## src/rtl/float_axis_pkg.sv

```systemverilog
// Shared types and constants for the floating-point AXI4-Stream issuer and its benches.
package float_axis_pkg;

  localparam int FLOAT_W = 32;

  typedef enum logic [1:0] {
    IDLE   = 2'd0,
    ISSUE  = 2'd1,
    WAIT_A = 2'd2,
    WAIT_B = 2'd3
  } issue_state_t;

  // binary32 encodings of small integers
  localparam logic [FLOAT_W-1:0] FP_ONE   = 32'h3F80_0000;
  localparam logic [FLOAT_W-1:0] FP_TWO   = 32'h4000_0000;
  localparam logic [FLOAT_W-1:0] FP_THREE = 32'h4040_0000;
  localparam logic [FLOAT_W-1:0] FP_FOUR  = 32'h4080_0000;
  localparam logic [FLOAT_W-1:0] FP_FIVE  = 32'h40A0_0000;
  localparam logic [FLOAT_W-1:0] FP_SIX   = 32'h40C0_0000;
  localparam logic [FLOAT_W-1:0] FP_SEVEN = 32'h40E0_0000;
  localparam logic [FLOAT_W-1:0] FP_EIGHT = 32'h4100_0000;
  localparam logic [FLOAT_W-1:0] FP_NINE  = 32'h4110_0000;
  localparam logic [FLOAT_W-1:0] FP_TEN   = 32'h4120_0000;

endpackage

```

## src/rtl/float_axis_fifo.sv

```systemverilog
// Result buffer: DEPTH x DATA_W first-word-fall-through FIFO, synchronous active-high reset.
// A push into a full FIFO is only taken when the head is popped in the same cycle.
module float_axis_fifo #(
  parameter int DATA_W = 32,
  parameter int DEPTH  = 4
) (
  input  logic              clk,
  input  logic              reset,
  input  logic              push,
  input  logic [DATA_W-1:0] push_data,
  input  logic              pop,
  output logic              empty,
  output logic              full,
  output logic [DATA_W-1:0] head
);

  localparam int AW = $clog2(DEPTH);

  logic [DATA_W-1:0] mem [DEPTH];
  logic [AW:0]       wr_ptr;
  logic [AW:0]       rd_ptr;
  logic              wr_en;
  logic              rd_en;

  // Extra pointer bit distinguishes full from empty when the indices match.
  assign empty = (wr_ptr == rd_ptr);
  assign full  = (wr_ptr[AW] != rd_ptr[AW]) && (wr_ptr[AW-1:0] == rd_ptr[AW-1:0]);
  assign rd_en = pop && !empty;
  assign wr_en = push && (!full || rd_en);
  assign head  = mem[rd_ptr[AW-1:0]];

  always_ff @(posedge clk) begin
    if (reset) begin
      wr_ptr <= '0;
      rd_ptr <= '0;
    end else begin
      if (wr_en) wr_ptr <= wr_ptr + {{AW{1'b0}}, 1'b1};
      if (rd_en) rd_ptr <= rd_ptr + {{AW{1'b0}}, 1'b1};
    end
  end

  always_ff @(posedge clk) begin
    if (wr_en) mem[wr_ptr[AW-1:0]] <= push_data;
  end

endmodule

```

## src/rtl/float_axis_issuer.sv

```systemverilog
// AXI4-Stream initiator/collector wrapping a Vivado floating-point core behind valid/ready.
// Optional sticky overflow flag: define FLOAT_AXIS_OVF_CHK_EN.
//
// state  | meaning
// IDLE   | no pair pending; accepts a new pair when a credit is free
// ISSUE  | A and B both presented to the core
// WAIT_A | B taken, A still presented
// WAIT_B | A taken, B still presented
module float_axis_issuer
  import float_axis_pkg::*;
#(
  parameter int DATA_W = FLOAT_W,
  parameter int DEPTH  = 4
) (
  input  logic              clk,
  input  logic              reset,
  input  logic              in_valid,
  output logic              in_ready,
  input  logic [DATA_W-1:0] in_a,
  input  logic [DATA_W-1:0] in_b,
  output logic              s_axis_a_tvalid,
  input  logic              s_axis_a_tready,
  output logic [DATA_W-1:0] s_axis_a_tdata,
  output logic              s_axis_b_tvalid,
  input  logic              s_axis_b_tready,
  output logic [DATA_W-1:0] s_axis_b_tdata,
  input  logic              m_axis_result_tvalid,
  output logic              m_axis_result_tready,
  input  logic [DATA_W-1:0] m_axis_result_tdata,
  output logic              out_valid,
  input  logic              out_ready,
  output logic [DATA_W-1:0] out_data
`ifdef FLOAT_AXIS_OVF_CHK_EN
  ,
  output logic              err_overflow
`endif
);

  localparam logic [1:0] ST_IDLE   = IDLE;
  localparam logic [1:0] ST_ISSUE  = ISSUE;
  localparam logic [1:0] ST_WAIT_A = WAIT_A;
  localparam logic [1:0] ST_WAIT_B = WAIT_B;

  localparam int CW = $clog2(DEPTH + 1);

  logic [1:0]    state;
  logic [CW-1:0] credit;
  logic          accept;
  logic          push;
  logic          pop;
  logic          fifo_empty;
  logic          fifo_full;

  // Credit covers both in-flight ops and buffered results, so every result has a slot.
  assign in_ready = !reset && (state == ST_IDLE) && (credit < CW'(DEPTH));
  assign accept   = in_valid && in_ready;

  assign s_axis_a_tvalid = (state == ST_ISSUE) || (state == ST_WAIT_A);
  assign s_axis_b_tvalid = (state == ST_ISSUE) || (state == ST_WAIT_B);

  assign m_axis_result_tready = !reset;
  assign push      = m_axis_result_tvalid && m_axis_result_tready;
  assign out_valid = !fifo_empty;
  assign pop       = out_valid && out_ready;

  always_ff @(posedge clk) begin
    if (reset) begin
      state          <= ST_IDLE;
      s_axis_a_tdata <= '0;
      s_axis_b_tdata <= '0;
    end else begin
      case (state)
        ST_IDLE: begin
          if (accept) begin
            s_axis_a_tdata <= in_a;
            s_axis_b_tdata <= in_b;
            state          <= ST_ISSUE;
          end
        end
        ST_ISSUE: begin
          case ({s_axis_a_tready, s_axis_b_tready})
            2'b11:   state <= ST_IDLE;
            2'b10:   state <= ST_WAIT_B;
            2'b01:   state <= ST_WAIT_A;
            default: state <= ST_ISSUE;
          endcase
        end
        ST_WAIT_A: if (s_axis_a_tready) state <= ST_IDLE;
        ST_WAIT_B: if (s_axis_b_tready) state <= ST_IDLE;
        default:   state <= ST_IDLE;
      endcase
    end
  end

  always_ff @(posedge clk) begin
    if (reset) begin
      credit <= '0;
    end else begin
      case ({accept, pop})
        2'b10:   credit <= credit + CW'(1);
        2'b01:   credit <= credit - CW'(1);
        default: credit <= credit;
      endcase
    end
  end

`ifdef FLOAT_AXIS_OVF_CHK_EN
  always_ff @(posedge clk) begin
    if (reset) begin
      err_overflow <= 1'b0;
    end else if (m_axis_result_tvalid && fifo_full && !pop) begin
      err_overflow <= 1'b1;
    end
  end
`endif

  float_axis_fifo #(
    .DATA_W (DATA_W),
    .DEPTH  (DEPTH)
  ) u_fifo (
    .clk       (clk),
    .reset     (reset),
    .push      (push),
    .push_data (m_axis_result_tdata),
    .pop       (pop),
    .empty     (fifo_empty),
    .full      (fifo_full),
    .head      (out_data)
  );

endmodule

```

## config.mk

```make
export PLATFORM = sky130hd
export DESIGN_NAME = float_axis_issuer
export DESIGN_NICKNAME = d
export VERILOG_FILES = /design/src/rtl/float_axis_pkg.sv /design/src/rtl/float_axis_fifo.sv /design/src/rtl/float_axis_issuer.sv
export SDC_FILE = /design/constraint.sdc
export NUM_CORES = 1
export LEC_CHECK = 0
export CELL_PAD_IN_SITES_DETAIL_PLACEMENT = 1
export CELL_PAD_IN_SITES_GLOBAL_PLACEMENT = 2
export CORE_MARGIN = 1.5
export CORE_UTILIZATION = 29
export CTS_CLUSTER_SIZE = 12
export DETAILED_ROUTE_END_ITERATION = 10
export HOLD_SLACK_MARGIN = 0.1
export MAX_ROUTING_LAYER = met4
export PLACE_DENSITY_LB_ADDON = 0.1
export SLEW_MARGIN = 20
export SYNTH_ARGS = -nofsm -noshare
export SYNTH_HDL_FRONTEND = slang
export SYNTH_SLANG_ARGS = --single-unit
export TNS_END_PERCENT = 30
```

## constraint.sdc

```tcl
create_clock -name clk -period 2 [get_ports clk]
set_input_delay 0.4 -clock clk [delete_from_list [all_inputs] [get_ports clk]]
set_output_delay 0.4 -clock clk [all_outputs]
set_load 0.03 [all_outputs]
```

======== Word-level counts from Yosys, hierarchy flattened ========
Memory sizes are Yosys's and may differ from the RTL's. A register that Yosys moved wholly into a read port is not among the register bits.
Cells that the tools add are included.
storage, ports and cells
  memories ................................ 1
  input bits .............................. 103
  memory bits (writable) .................. 128
  logic and storage cells ................. 54
  flip-flop bits (word level) ............. 75
operators by class
  multiplexer cells ....................... 10
  eq/ne operators ......................... 14
  order comparisons ....................... 1
  add/subtract/negate cells ............... 4
  reductions and logical operators ........ 18
memory list
  name        depth  bits a word  read ports  clocked after memory_dff  wr ports  line                   RTL
  u_fifo.mem  4      32           1           1                         1         float_axis_fifo.sv:19  logic [DATA_W-1:0] mem [DEPTH];
operators with widths
  cell                                              count
  == test 2 bit, second input constant              5
  2-to-1 mux 2 bit                                  5
  adder 3 x 1 -> 3 bit, second input constant       3
  logical AND 1 bit                                 8
  one-hot mux 2 bit (4 select lines)                1
  == test 2 x 1 -> 1 bit, second input constant     3
  != test 2 bit, second input constant              3
  one-hot mux 2 bit (3 select lines)                1
  one-hot mux 3 bit (2 select lines)                1
  == test 3 bit                                     1
  zero test 1 bit                                   3
  logical OR 1 bit                                  3
  < comparator 3 bit, second input constant         1
  AND reduction 3 bit                               1
  subtractor 3 x 1 -> 3 bit, second input constant  1
  == test 2 bit                                     1
  zero test 2 bit                                   1
  2-to-1 mux 1 bit                                  2
  AND reduction 2 bit                               1
  nonzero test 2 bit                                1
  != test 1 bit                                     1

======== Longest topological paths before layout ========
Gate-level depths: netlist (run 1).
  depth after elaboration ................. 8
  gate-level depth with buffers ........... 10
  mapped depth without buffers ............ 9

======== By module ========
Synthesis (run 1) repeated with hierarchy kept, for this count alone.
second synthesis, totals
  cell total of the unflattened synthesis .. 546
  area, all modules ....................... 7714.9 um^2
modules (own cells, without submodules)
  module             area an instance (um^2)  cells an instance  instances
  float_axis_fifo    5144.9                   222                1
  float_axis_issuer  2570.0                   324                1

======== Least setup slack after synthesis (run 1) ========
Ideal clock, no wire load.
  kind .................................... input-to-reg
  start ................................... input port reset
  end ..................................... memory u_fifo.mem[3][0], enable pin
  slack ................................... -0.266 ns
  setup time .............................. 0.392 ns
  arrival ................................. 1.874 ns
  cell stages on the path ................. 3
  required time ........................... 1.608 ns
  cell sequence ........................... inv_1 -> clkbuf_1 -> and3_1
between the ends
  cells in the longest elaborated chain, start to end .. 5
ends and longest elaborated chain
  what                                    line                     RTL
  start: declaration                      float_axis_issuer.sv:16  input logic reset,
  zero test 1 bit                         float_axis_issuer.sv:61  assign m_axis_result_tready = !reset;
  via m_axis_result_tready                float_axis_issuer.sv:28  output logic m_axis_result_tready,
  logical AND 1 bit                       float_axis_issuer.sv:62  assign push = m_axis_result_tvalid && m_axis_result_tready;
  logical AND 1 bit                       float_axis_fifo.sv:29    assign wr_en = push && (!full || rd_en);
  2-to-1 mux 1 bit                        float_axis_fifo.sv:43    if (wr_en) mem[wr_ptr[AW-1:0]] <= push_data;
  2-to-1 mux 1 bit (not written as such)  float_axis_fifo.sv:43
  end: declaration                        float_axis_fifo.sv:19
The timed path passes the listed nets, and every way through them passes these cells.

==> impl_metrics.toml, run 1 <==
[status]
outcome = "complete, but fails checks"
failed_checks = "setup timing"

[placed_design]
gp_congestion = 0.721
io_buffers = 203
hpwl_mm = 12.8
dp_cells = 1086
post-place-ws_ns = -0.438

[synthesis]
syn_area_per_cell_um2 = 14.2
synth_edf_count = 128
syn-cell-area_um2 = 7640
yosys.area.top_type = "edfxtp_1"
syn_inst = 537
async_reset_ff_share_pct = 0
yosysSeqAreaShare_pct = 70.4
ys.flop_type = "edfxtp_1"
synth_top_area_share_pct = 50.3
ys_warn_count = 0
syn-num-nets = 653
synth_cell_types = 36
synth.top_cells.by_area = "edfxtp_1 (50%), dfxtp_1 (20%), mux4_2 (9.4%)"
synth-seq-cells = 205

[grt]
grt_pass1_vias = 5689
antenna_found_initial = 2
grt_pass1_wl_mm = 30.4
grt_remaining_overflow = 0
grt_start_max_net_pins = 77
grt_usage_pct = 14.8

[timing]
hold_viol = 0
fin_ws_ns = -0.288
finalMaxSlewViolations = 0
finalSetupViolCount = 35
worstMarginPinSlew_ns = 0.839
fin_crit_sh_pct = 114
rsz0062_at_grt = "true"
maxSlewHeadroom_pct = 44.1
period_needed_ns = 2.29
clock_skew_ns = 0.0169
fmax_mhz = 437

[power]
ir_drop_mv = 0.873
p_per_area_nw_per_um2 = 1130
power.leakage_nw = 4.45

[drt]
avgViaCountPerCell = 4.49
vias = 5130
wirelength_mm = 19.8
drt-initial-drc-count = 230
drc_errors = 0
ant_nets = 0
wl_per_cell_um = 17.3
dr.pass1.iters = 4

[die]
coreArea_um2 = 26000
start_util_pct = 29.4
num_rows = 59
dieArea_um2 = 27300
die_w_um = 165
die_h_um = 165
io_pins = 204

[final_layout]
final_cells = 1143
final_common_cell = "clkdlybuf4s50_1"
seq_area_um2 = 5390
num-fill-cells = 2658
final_cell_mix = "clkdlybuf4s50_1 (139), nand2_1 (135), edfxtp_1 (128), dfxtp_1 (74), a21oi_1 (65)"
multiInputGateArea_um2 = 2120
syn_to_final_growth_pct = 50.2
drive_above_1_share_pct = 22.3
final_nets = 903

[critical_path]
crit_arrival_ns = 1.89
cp-start-kind = "register"
cp-end-kind = "primary output"
crit_fanout = 9
critPathKind = "reg2out"
worstPathRequired_ns = 1.60

[clock_tree]
clock-root-buffer = "clkbuf_16"
clkSinkCount = 205
holdBufCountCts = 0
numCtsBuffers = 25
tritoncts = "done"
clk_pin_slew_worst_paths_ns = 0.06
cts_buffer_depth = 3
clk_latency_ns = 0.53
htreeDepth = 1

[flow_run]
maxCapViolCount = 0

[worst_hold_path]
hp-class = "in2reg"
==> worst max-delay path: stages, from the launching register on <==
cell     delay [ns]
dfxtp_4        0.41
buf_16         0.15
buf_6          0.11
mux4_2         0.51
buf_6          0.16
==> stage by stage <==
step	utilization, %	power (mW)	TNS [ns]	hold WS, ns	area [um^2]
2_1_floorplan	-	6.79	-12.12	0.467	7650
3_3_place_gp	39.8	8.18	-30.20	0.442	10300
3_5_place_dp	39.8	8.24	-30.48	0.448	10300
4_1_cts	43.8	13.2	-10.21	0.405	11400
5_1_grt	44.2	13.6	-10.24	0.420	11500
6_report	44.2	13.0	-7.64	0.427	11500
==> final timing paths <==
path	start	to	slack, ns	cells after the start
max	register	out_data[3]	-0.29	4
max reg2reg	state[1]	credit[2]	-0.01	9
min	in_b[17]	s_axis_b_tdata[17]	0.43	3
min reg2reg	s_axis_b_tdata[25]	s_axis_b_tdata[25]	0.45	2
==> power breakdown <==
group | total (mW) | switching [mW] | internal, mW
combinational | 3.39 | 1.76 | 1.63
sequential | 4.94 | 0.151 | 4.78
clock | 4.68 | 1.76 | 2.92
total | 13.0 | 3.68 | 9.33
==> what timing repair did <==
action                                  CTS  global route
endpoints found under the setup margin   41            59
gates resized for setup                 144            63
pin swaps                                 3             0
gates cloned                              2             0
setup buffers                             4             3
==> kinds of logic after synthesis <==
kind of cell	count (synthesis)	synth area share (%)
flip-flops	205	70.4
AND/OR/NAND/NOR	155	8.17
AO/OA/AOI/OAI	75	5.29
multiplexers	41	10.7
buffers and inverters	40	2.29
adder cells (fa/ha/maj)	13	2.23
XOR/XNOR	8	0.916
==> sequential cells by signal, summed over array words and instances, names as in the netlist, named ones only <==
| signal | count |
|---|---|
| s_axis_a_tdata | 32 |
| credit | 3 |
| u_fifo.rd_ptr | 3 |
| state | 2 |
| u_fifo.wr_ptr | 3 |
| s_axis_b_tdata | 32 |
| u_fifo.mem | 128 |
==> layer usage <==
layer	GRT usage, %	up-vias	routed length [um]
met5	-	-	0
met4	3.98	0	366
met1	17.3	2505	8110
li1	-	2447	-
met3	4.85	29	1650
met2	24.7	149	9630
==> area by class of cell <==
class,count,share of cell area [%]
Timing Repair Buffer,253,23.0
Sequential cell,205,46.9
Clock buffer,35,6.30
Antenna cell,2,0.0436
Inverter,10,0.327
Clock inverter,11,1.29
Tap cell,335,3.65
Multi-Input combinational cell,292,18.5
==> synth_stat cells, types with 2 or more instances <==
| library cell | n |
|---|---|
| a21oi_1 | 65 |
| and3_1 | 4 |
| buf_1 | 2 |
| buf_2 | 17 |
| clkbuf_1 | 10 |
| dfxtp_1 | 77 |
| edfxtp_1 | 128 |
| ha_1 | 12 |
| inv_1 | 10 |
| mux2_2 | 3 |
| mux2i_1 | 5 |
| mux4_2 | 32 |
| nand2_1 | 135 |
| nand3_1 | 2 |
| nor2_1 | 6 |
| nor2b_1 | 2 |
| o21ai_0 | 2 |
| xnor2_1 | 4 |
| xor2_1 | 4 |
(Power assumes the default switching activity.)
==> inputs of run 2 (changes only) <==
HOLD_SLACK_MARGIN = 0.03   (was 0.1)
==> results of run 2 <==
The final DEF is identical to that of run 1; final timing and power are the same.
